## config.mk

```make
export PLATFORM = sky130hd
export DESIGN_NAME = mtm_alu_serializer
export DESIGN_NICKNAME = d
export VERILOG_FILES = /design/src/rtl/mtm_alu_serializer.sv
export SDC_FILE = /design/constraint.sdc
export NUM_CORES = 1
export LEC_CHECK = 0
export CAP_MARGIN = 20
export CELL_PAD_IN_SITES_DETAIL_PLACEMENT = 0
export CELL_PAD_IN_SITES_GLOBAL_PLACEMENT = 1
export CORE_MARGIN = 3
export CORE_UTILIZATION = 39
export CTS_CLUSTER_DIAMETER = 200
export DETAILED_ROUTE_END_ITERATION = 16
export DONT_BUFFER_PORTS = 1
export PLACE_DENSITY_LB_ADDON = 0.1
export SETUP_SLACK_MARGIN = 0.15
export SLEW_MARGIN = 10
export SYNTH_ARGS = -nofsm -noshare
export SYNTH_HDL_FRONTEND = slang
export SYNTH_SLANG_ARGS = --single-unit
```

## constraint.sdc

```tcl
create_clock -name clk -period 3.09 [get_ports clk]
set_clock_uncertainty 0.1 [all_clocks]
set_input_delay 0.7725 -clock clk [delete_from_list [all_inputs] [get_ports clk]]
set_output_delay 0.7725 -clock clk [all_outputs]
set_load 0.05 [all_outputs]
```

## src/rtl/mtm_alu_serializer.sv

```systemverilog
// Serializer for MTM ALU results: packs a 32-bit result plus control byte into 11-bit UART-like frames.
// Optional build macro MTM_SER_CRC_REGEN_EN regenerates the CRC3 field of result CTL frames at capture.
module mtm_alu_serializer (
  input  logic        clk,
  input  logic        rst_n,
  input  logic [31:0] C,
  input  logic [7:0]  CTL_in,
  input  logic        in_valid,
  output logic        in_ready,
  output logic        sout,
  output logic        busy
);

  localparam logic [2:0] S_IDLE  = 3'd0;
  localparam logic [2:0] S_START = 3'd1;
  localparam logic [2:0] S_TYPE  = 3'd2;
  localparam logic [2:0] S_DATA  = 3'd3;
  localparam logic [2:0] S_STOP  = 3'd4;

  // Frame index 4 is always the CTL frame; error packets start there directly.
  localparam logic [2:0] CTL_FRAME = 3'd4;

  logic [2:0]  state;
  logic [2:0]  frame_cnt;
  logic [2:0]  bit_cnt;
  logic [31:0] c_q;
  logic [7:0]  ctl_q;
  logic [7:0]  ctl_cap;
  logic [7:0]  cur_byte;

`ifdef MTM_SER_CRC_REGEN_EN
  // CRC3, polynomial x^3+x+1, init 000, message shifted in MSB first.
  function automatic logic [2:0] crc3(input logic [36:0] d);
    logic [2:0] r;
    logic       fb;
    // NOTE: blocking assignments are correct here: this is a combinational
    // loop unrolled at elaboration, each step reading the previous one.
    r = 3'b000;
    for (int i = 36; i >= 0; i--) begin
      fb = r[2] ^ d[i];
      r  = {r[1], r[0] ^ fb, fb};
    end
    return r;
  endfunction

  always_comb begin
    // NOTE: default assignment first so no path leaves ctl_cap unassigned (no latch).
    ctl_cap = CTL_in;
    if (!CTL_in[7]) begin
      ctl_cap = {CTL_in[7:3], crc3({C, 1'b0, CTL_in[6:3]})};
    end
  end
`else
  always_comb begin
    ctl_cap = CTL_in;
  end
`endif

  always_comb begin
    cur_byte = ctl_q;
    case (frame_cnt)
      3'd0:    cur_byte = c_q[31:24];
      3'd1:    cur_byte = c_q[23:16];
      3'd2:    cur_byte = c_q[15:8];
      3'd3:    cur_byte = c_q[7:0];
      default: cur_byte = ctl_q;
    endcase
  end

  assign in_ready = (state == S_IDLE);
  assign busy     = ~in_ready;

  // sout is registered: each transition loads the bit belonging to the state being entered.
  always_ff @(posedge clk) begin
    if (!rst_n) begin
      // NOTE: captured data registers are reset too, so a fresh part never
      // carries stale packet contents; this is a handful of flops, not a memory.
      state     <= S_IDLE;
      sout      <= 1'b1;
      frame_cnt <= 3'd0;
      bit_cnt   <= 3'd0;
      c_q       <= 32'd0;
      ctl_q     <= 8'd0;
    end else begin
      case (state)
        S_IDLE: begin
          sout <= 1'b1;
          if (in_valid) begin
            c_q       <= C;
            ctl_q     <= ctl_cap;
            frame_cnt <= CTL_in[7] ? CTL_FRAME : 3'd0;
            state     <= S_START;
            sout      <= 1'b0;
          end
        end
        S_START: begin
          state <= S_TYPE;
          sout  <= (frame_cnt == CTL_FRAME);
        end
        S_TYPE: begin
          state   <= S_DATA;
          bit_cnt <= 3'd7;
          sout    <= cur_byte[7];
        end
        S_DATA: begin
          if (bit_cnt == 3'd0) begin
            state <= S_STOP;
            sout  <= 1'b1;
          end else begin
            bit_cnt <= bit_cnt - 3'd1;
            sout    <= cur_byte[bit_cnt - 3'd1];
          end
        end
        S_STOP: begin
          if (frame_cnt == CTL_FRAME) begin
            state     <= S_IDLE;
            frame_cnt <= 3'd0;
            sout      <= 1'b1;
          end else begin
            frame_cnt <= frame_cnt + 3'd1;
            state     <= S_START;
            sout      <= 1'b0;
          end
        end
        default: begin
          state <= S_IDLE;
          sout  <= 1'b1;
        end
      endcase
    end
  end

endmodule

```

==> key figures, run 1 <==
Clocking
  • CTS clock-pin slew for the worst setup and hold paths: 100 ps
  • CTS tree: built
  • Post-CTS Repair Setup Buffers: 0
  • CTS Sinks: 50
  • Clock Path Buffers: 2
  • CTS root buffer: clkbuf_8
  • Post_cts resized: 0
  • # H-tree levels: 2
  • Skew-Pair Late Insertion Delay: between 300 and 400 ps
  • CTS Hold Bufs: 0
  • Num CTS Buffers: 5

Hold path
  • Hold Crit Endpoint: c_q[14]
  • Min-Delay Path Depth: 2
  • Hold Path Origin: c_q[14]
  • HP Class: reg -> reg

GRT
  • Vias in the first global route: between 1500 and 2000
  • GRT overflow: 0
  • First-pass GRT wire length: approximately 9.5 mm
  • Largest net degree at the start of global routing: between 40 and 50
  • All-Layer GR Usage: ~17%
  • Initial antenna violation count: 0

Finish
  • Multi-input gate area: between 1000 and 1500 sq um
  • Sequential Area: 1001 sq um
  • ANT cells: 0
  • Layout Area Growth over Synthesis: 4.874%
  • Layout cells sized above 1: ~5.6%
  • Layout fillers: 616
  • Fin nets: ~340

Worst setup path
  • CP Capture Type: flop
  • Critical Path Start Type: flop
  • Worst EP required: roughly 3200 ps
  • Worst Path Max Fanout: 9
  • RR Endpoint: sout
  • R2R depth: 7
  • Crit path from: frame_cnt[2]
  • FF-to-FF setup slack: 690 ps
  • Crit path arrival time: around 2500 ps
  • Reg-to-Reg Start: frame_cnt[2]
  • CP Class: reg -> reg

Floorplan
  • Core area: between 5000 and 6000 sq um
  • FP Rows: 28
  • Die ar.: 7238 sq um
  • Io pins: between 40 and 50
  • Die width: about 85 um
  • Starting Density: between 40% and 50%
  • Height of the die: 85.08 um

Timing
  • Setup TNS: 0 ps
  • Endpoints failing setup: 0
  • Worst hold slack: about 360 ps
  • Final Cycle Share: ~78%
  • Fmax: about 420 MHz
  • Minimum clock period: 2397 ps
  • Worst slew pin tran: 637.7 ps
  • Final Slew Violations: 0
  • RSZ-0062 raised after global routing: no
  • Rel. slew slack: between 50% and 60%
  • Final Hold Fails: 0

Logic synthesis
  • Synth cell count leaders: nand2_1, dfxtp_1, a21boi_1, a22oi_1, inv_1
  • Fraction of the mapped netlist area in adder cells: about 3.6%
  • EDFF count, synth: 0
  • Syn Inst Count: 296
  • Syn Nets: approximately 350
  • Syn Area/Cell: 8.238 sq um
  • Compound-gate portion of the synthesized area: 25.30%
  • Top-count cell post-synth: nand2_1
  • Main combinational cell family by area after synthesis: compound AO/OA/AOI/OAI gates
  • Post-synthesis xor/xnor area fraction: less than 1%
  • Cell Area, Synth: around 2400 sq um
  • FF+latch count, synth: 50
  • Synth Area in Simple Gates: approximately a fifth
  • Sequential cell area fraction in the yosys report: about two fifths
  • Top FF cell, synth: dfxtp_1
  • Share of the synthesized area in the top cell type: between 40% and 50%
  • Synthesis Warnings: 0
  • Cells taking the most area after synthesis: dfxtp_1, nand2_1, a21boi_1
  • Mux cell area share after synthesis: approximately 1.8%
  • Distinct cells, synth: 42
  • Yosys top cell by area: dfxtp_1
  • Synth async-reset ratio: 0%

Placed design
  • RD Place Congestion: ~0.80
  • IO buf count: 0
  • HPWL reported at the end of detailed placement: a little over 4 mm

Power
  • VDD IR max: 0.2268 mV
  • Lkg Pwr: around 0.95 nW
  • Power density cells: between 600 and 700 nW/um^2

Routing
  • Vias post-DR: 1925
  • Total wire length: 5.774 mm
  • Residual DRC: 0
  • Final ANT Viol Nets: 0
  • 1st-iter DRT viols: 109
  • WL/cell: 15.99 um
  • First drt pass iteration count: 5
  • Via/cell ratio: 5.332

Flow run
  • Total of max-cap violations: 0

Status
  • Outcome: finished clean
## layer usage
metal	track usage [%]	up-vias	part of all wire, %
met5	0	-	0
met4	5.180	0	0.83
met3	3.398	4	4.2
met2	25.92	39	45
met1	23.04	890	49
li1	-	992	-
## where the power goes
group | switching [W] | internal [W] | leakage [nW]
clock | 0.000231 | 0.000267 | 0.0618
combinational | 0.000202 | 0.000131 | 0.475
sequential | 0.0000610 | 0.000705 | 0.409
total | 0.000494 | 0.00110 | 0.946
## worst max-delay path, cell delays in order, from the launching register on
cell       delay (ps)
dfxtp_1           470
inv_1             200
ha_1              350
a222oi_1          320
a211oi_1          120
or4_1             470
o2111ai_1         120
o311ai_1          120
## state kept, by name, summed over array words and instances, names as in the netlist
| signal | count |
|---|---|
| c_q | 32 |
| bit_cnt | 3 |
| ctl_q | 8 |
| state | 3 |
| frame_cnt | 3 |
| sout | 1 |
## cell type report
class / count / share of cell area (%)
Clock buffer: 6 / 3.229
Clock inverter: 2 / 1.517
Inverter: 11 / 1.614
Multi-Input combinational cell: 213 / 49.17
Sequential cell: 50 / 39.14
Tap cell: 75 / 3.669
Timing Repair Buffer: 4 / 1.663
## stage by stage
step	setup WS, ps	instance area [sq um]	total power [W]	cells	util (%)
after floorplan	615.1	2444	0.001045	296	-
after global placement	814.3	2436	0.001116	353	40.66
after detailed placement	709.4	2436	0.001118	353	40.66
after CTS	680.8	2557	0.001611	361	42.69
after global routing	477.8	2557	0.001680	361	42.69
final	693.2	2557	0.001597	361	42.69
## how the worst max path moves through the flow
stage	end	slack [ps]	cells after the start
floorplan	busy	620	3
global placement	sout	810	7
detailed placement	sout	710	7
CTS	sout	680	7
global route	sout	480	7
finish	sout	690	7
## layout by cell type (no fill, tap or decap), types with 2 or more instances in the layout
cell,n
o21ai_0,5
and2_1,2
clkbuf_8,6
a21oi_1,9
dfxtp_1,50
nor2b_1,5
buf_4,3
nor2_1,5
ha_1,7
inv_1,11
o22ai_1,2
nand2_1,94
a31o_1,2
mux4_2,2
a21boi_1,41
nand3_1,2
a222oi_1,2
a22oi_1,13
## kinds of logic after synthesis
family / Yosys count
buffers and inverters: 33
flip-flops: 50
XOR/XNOR: 1
adder cells (fa/ha/maj): 7
AND/OR/NAND/NOR: 118
multiplexers: 2
AO/OA/AOI/OAI: 85
Note: power is estimated with default switching activity, not from simulation.
==> run 2, diff against run 1 <==
- clock period: 3.09 -> 2.3 ns (I/O delays scaled with it)
==> run 2 against run 1 <==
Against the previous run:
- via count grew 1.8%
- worst hold slack lost 68 ps
- sequential share of layout area shrank 1.3 points
- critical path type unchanged
==> key figures, run 2 (synthesis results as in run 1) <==
Status
  • Outcome: finished clean

Timing
  • Final worst slack: 204.8 ps (-488.4 ps)
  • Rel. slew slack: 64.76% (+7.3 points)
  • Minimum clock period: 2095 ps (-301.6 ps)
  • Final Hold Fails: 0 (unchanged)
  • Final Cycle Share: 91.10% (+14 points)
  • Final Slew Violations: 0 (unchanged)
  • RSZ-0062 raised after global routing: yes
  • Worst slew pin tran: 521.8 ps (-115.9 ps)
  • Endpoints failing setup: 0 (unchanged)
  • Fmax: 477.3 MHz (+14%)
  • Setup TNS: 0 ps (unchanged)

GRT
  • Initial antenna violation count: 0 (unchanged)
  • Routing usage on met1: 22.70% (-0.34 points)
  • Global-route track usage on met2: 25.92% (unchanged)
  • Largest net degree at the start of global routing: 49 (unchanged)
  • GRT overflow: 0 (unchanged)
  • GR Util met3: 4.078% (+0.68 points)
  • Vias in the first global route: 1925 (+3.5%)
  • GR peak layer: met2
  • First-pass GRT wire length: 9.625 mm (+1.1%)
  • All-Layer GR Usage: 16.44% (-0.15 points)

Routing
  • WL/cell: 15.61 um (-2.4%)
  • Final ANT Viol Nets: 0 (unchanged)
  • Residual DRC: 0 (unchanged)
  • 1st-iter DRT viols: 121 (+11%)
  • First drt pass iteration count: 4 (-1)
  • Vias post-DR: 1960 (+1.8%)
  • Total wire length: 5.776 mm (about the same)
  • Via/cell ratio: 5.297 (-0.66%)

Floorplan
  • Starting Density: 40.71% (unchanged)
  • Io pins: 46 (unchanged)
  • Core area: 5991 sq um (unchanged)
  • Die width: 85.08 um (unchanged)
  • Height of the die: 85.08 um (unchanged)
  • FP Rows: 28 (unchanged)
  • Die ar.: 7238 sq um (unchanged)

Finish
  • Fin nets: 344 (+2.7%)
  • ANT cells: 0 (unchanged)
  • Most common cell after layout, fill and taps aside: nand2_1
  • Max reg flops: 32 (unchanged)
  • Top reg by flops: c_q
  • Largest registers: c_q (32), ctl_q (8)
  • Layout Area Growth over Synthesis: 9.184%
  • Layout cells sized above 1: 11.19% (+5.6 points)
  • Finished Cell Area: 2663 sq um (+4.1%)
  • Most frequent cells in the layout: nand2_1, dfxtp_1, a21boi_1

Clocking
  • CTS root buffer: clkbuf_8
  • CTS Hold Bufs: 0 (unchanged)
  • CTS clock-pin slew for the worst setup and hold paths: 90 ps (about the same)
  • # H-tree levels: 2 (unchanged)
  • Num CTS Buffers: 5 (unchanged)
  • Clock Path Buffers: 2 (unchanged)
  • CTS Sinks: 50 (unchanged)
  • Skew-Pair Late Insertion Delay: 300 ps (about the same)
  • CTS tree: built

Worst setup path
  • Worst Path Max Fanout: 7 (-2)
  • Largest stage delay, worst path: 530 ps (+60 ps)
  • CP Capture Type: flop
  • Most frequent CP cell: ha_4
  • Slowest cell on crit path: or4_1
  • RR Endpoint: sout
  • Reg-to-Reg Start: frame_cnt[1]
  • Cells along the critical path: ha_4 -> ha_4 -> a222oi_1 -> a211oi_1 -> or4_1 -> o2111ai_2 -> o311ai_1
  • R2R depth: 7 (unchanged)
  • FF-to-FF setup slack: 200 ps (-490 ps)
  • CP Class: reg -> reg
  • Critical Path Start Type: flop
  • Crit path arrival time: 2180 ps (-290 ps)
  • Worst EP required: 2380 ps (-780 ps)

Placed design
  • HPWL reported at the end of detailed placement: 4.172 mm (+2.8%)
  • Placed inst area: 2467 sq um (+1.3%)
  • RD Place Congestion: 0.7785 (-3.3%)
  • Pre-CTS WS: 67.40 ps (-642.0 ps)
  • IO buf count: 0 (unchanged)

Flow run
  • Total of max-cap violations: 0 (unchanged)

Hold path
  • Min-Delay Path Depth: 2 (unchanged)
  • HP Class: in -> reg
  • Hold Path Origin: C[9]
  • Hold Crit Endpoint: c_q[9]

Power
  • NetSw: 0.0006499 W (+31%)
  • VDD IR max: 0.3726 mV (+64%)
  • Internal power: 0.001346 W (+22%)
  • Sw Share: 32.56% (+1.6 points)
  • Power density cells: 749.5 nW/um^2 (+20%)
  • Combinational fraction of design power: 23.3% (+2.5 points)
  • Lkg Pwr: 0.9824 nW (+3.9%)
  • Clock Power Share: 25.4% (-5.8 points)
  • Register share of total power: 51.3% (+3.3 points)
==> run 2: routing by layer <==
metal  wire length (um)  up-vias  share of wire (%)
met5                  0        -                  0
met4                 51        0               0.88
met3                283        5                4.9
met2               2686       36                 47
met1               2754      907                 48
li1                   -     1012                  -
==> run 2: cell type report <==
| cell class | count | area, sq um |
|---|---|---|
| multi-input combinational | 213 | 1320 |
| timing repair buffer | 13 | 110.1 |
| clock buffer | 6 | 72.57 |
| tap | 75 | 93.84 |
| fill | 627 | 3328 |
| clock inverter | 2 | 13.76 |
| sequential | 50 | 1008 |
| inverter | 11 | 43.79 |
==> run 2: timing repair <==
action / CTS / global route
gates resized for setup: 4 / 12
buffers inserted: 0 / 4
pin swaps: 1 / 6
setup endpoints to repair: 1 / 1
==> run 2: worst max-delay path by stage <==
stage,to,cells after the start,start,slack (ps)
after floorplan,sout,8,frame_cnt[0],240
after global placement,sout,7,frame_cnt[0],120
after detailed placement,sout,7,frame_cnt[0],70
after CTS,sout,7,frame_cnt[1],190
after global routing,sout,7,frame_cnt[0],100
final,sout,7,frame_cnt[1],200
==> run 2: stage by stage <==
| stage | util, % | power (W) | hold slack, ps | instances |
|---|---|---|---|---|
| 4_1_cts | 42.77 | 0.002013 | 288.9 | 366 |
| 3_5_place_dp | 41.19 | 0.001508 | 351.1 | 358 |
| 2_1_floorplan | - | 0.001409 | 330.8 | 296 |
| 6_report | 44.44 | 0.001996 | 293.0 | 370 |
| 5_1_grt | 44.44 | 0.002127 | 286.1 | 370 |
| 3_3_place_gp | 41.19 | 0.001508 | 345.5 | 358 |
==> run 2: power groups by stage <==
stage	clock, W	sequential, W	combinational [W]
floorplan	0	0.00101	0.000396
global placement	0	0.00105	0.000457
detailed placement	0	0.00105	0.000459
CTS	0.000524	0.00103	0.000461
global route	0.000559	0.00104	0.000532
finish	0.000507	0.00102	0.000464
==> run 2: critical path, delay by kind of cell (launching register included) <==
family | cells | cell delay [ps]
AO/OA/AOI/OAI | 4 | 620
AND/OR/NAND/NOR | 1 | 530
flip-flops | 1 | 380
adder cells (fa/ha/maj) | 2 | 340
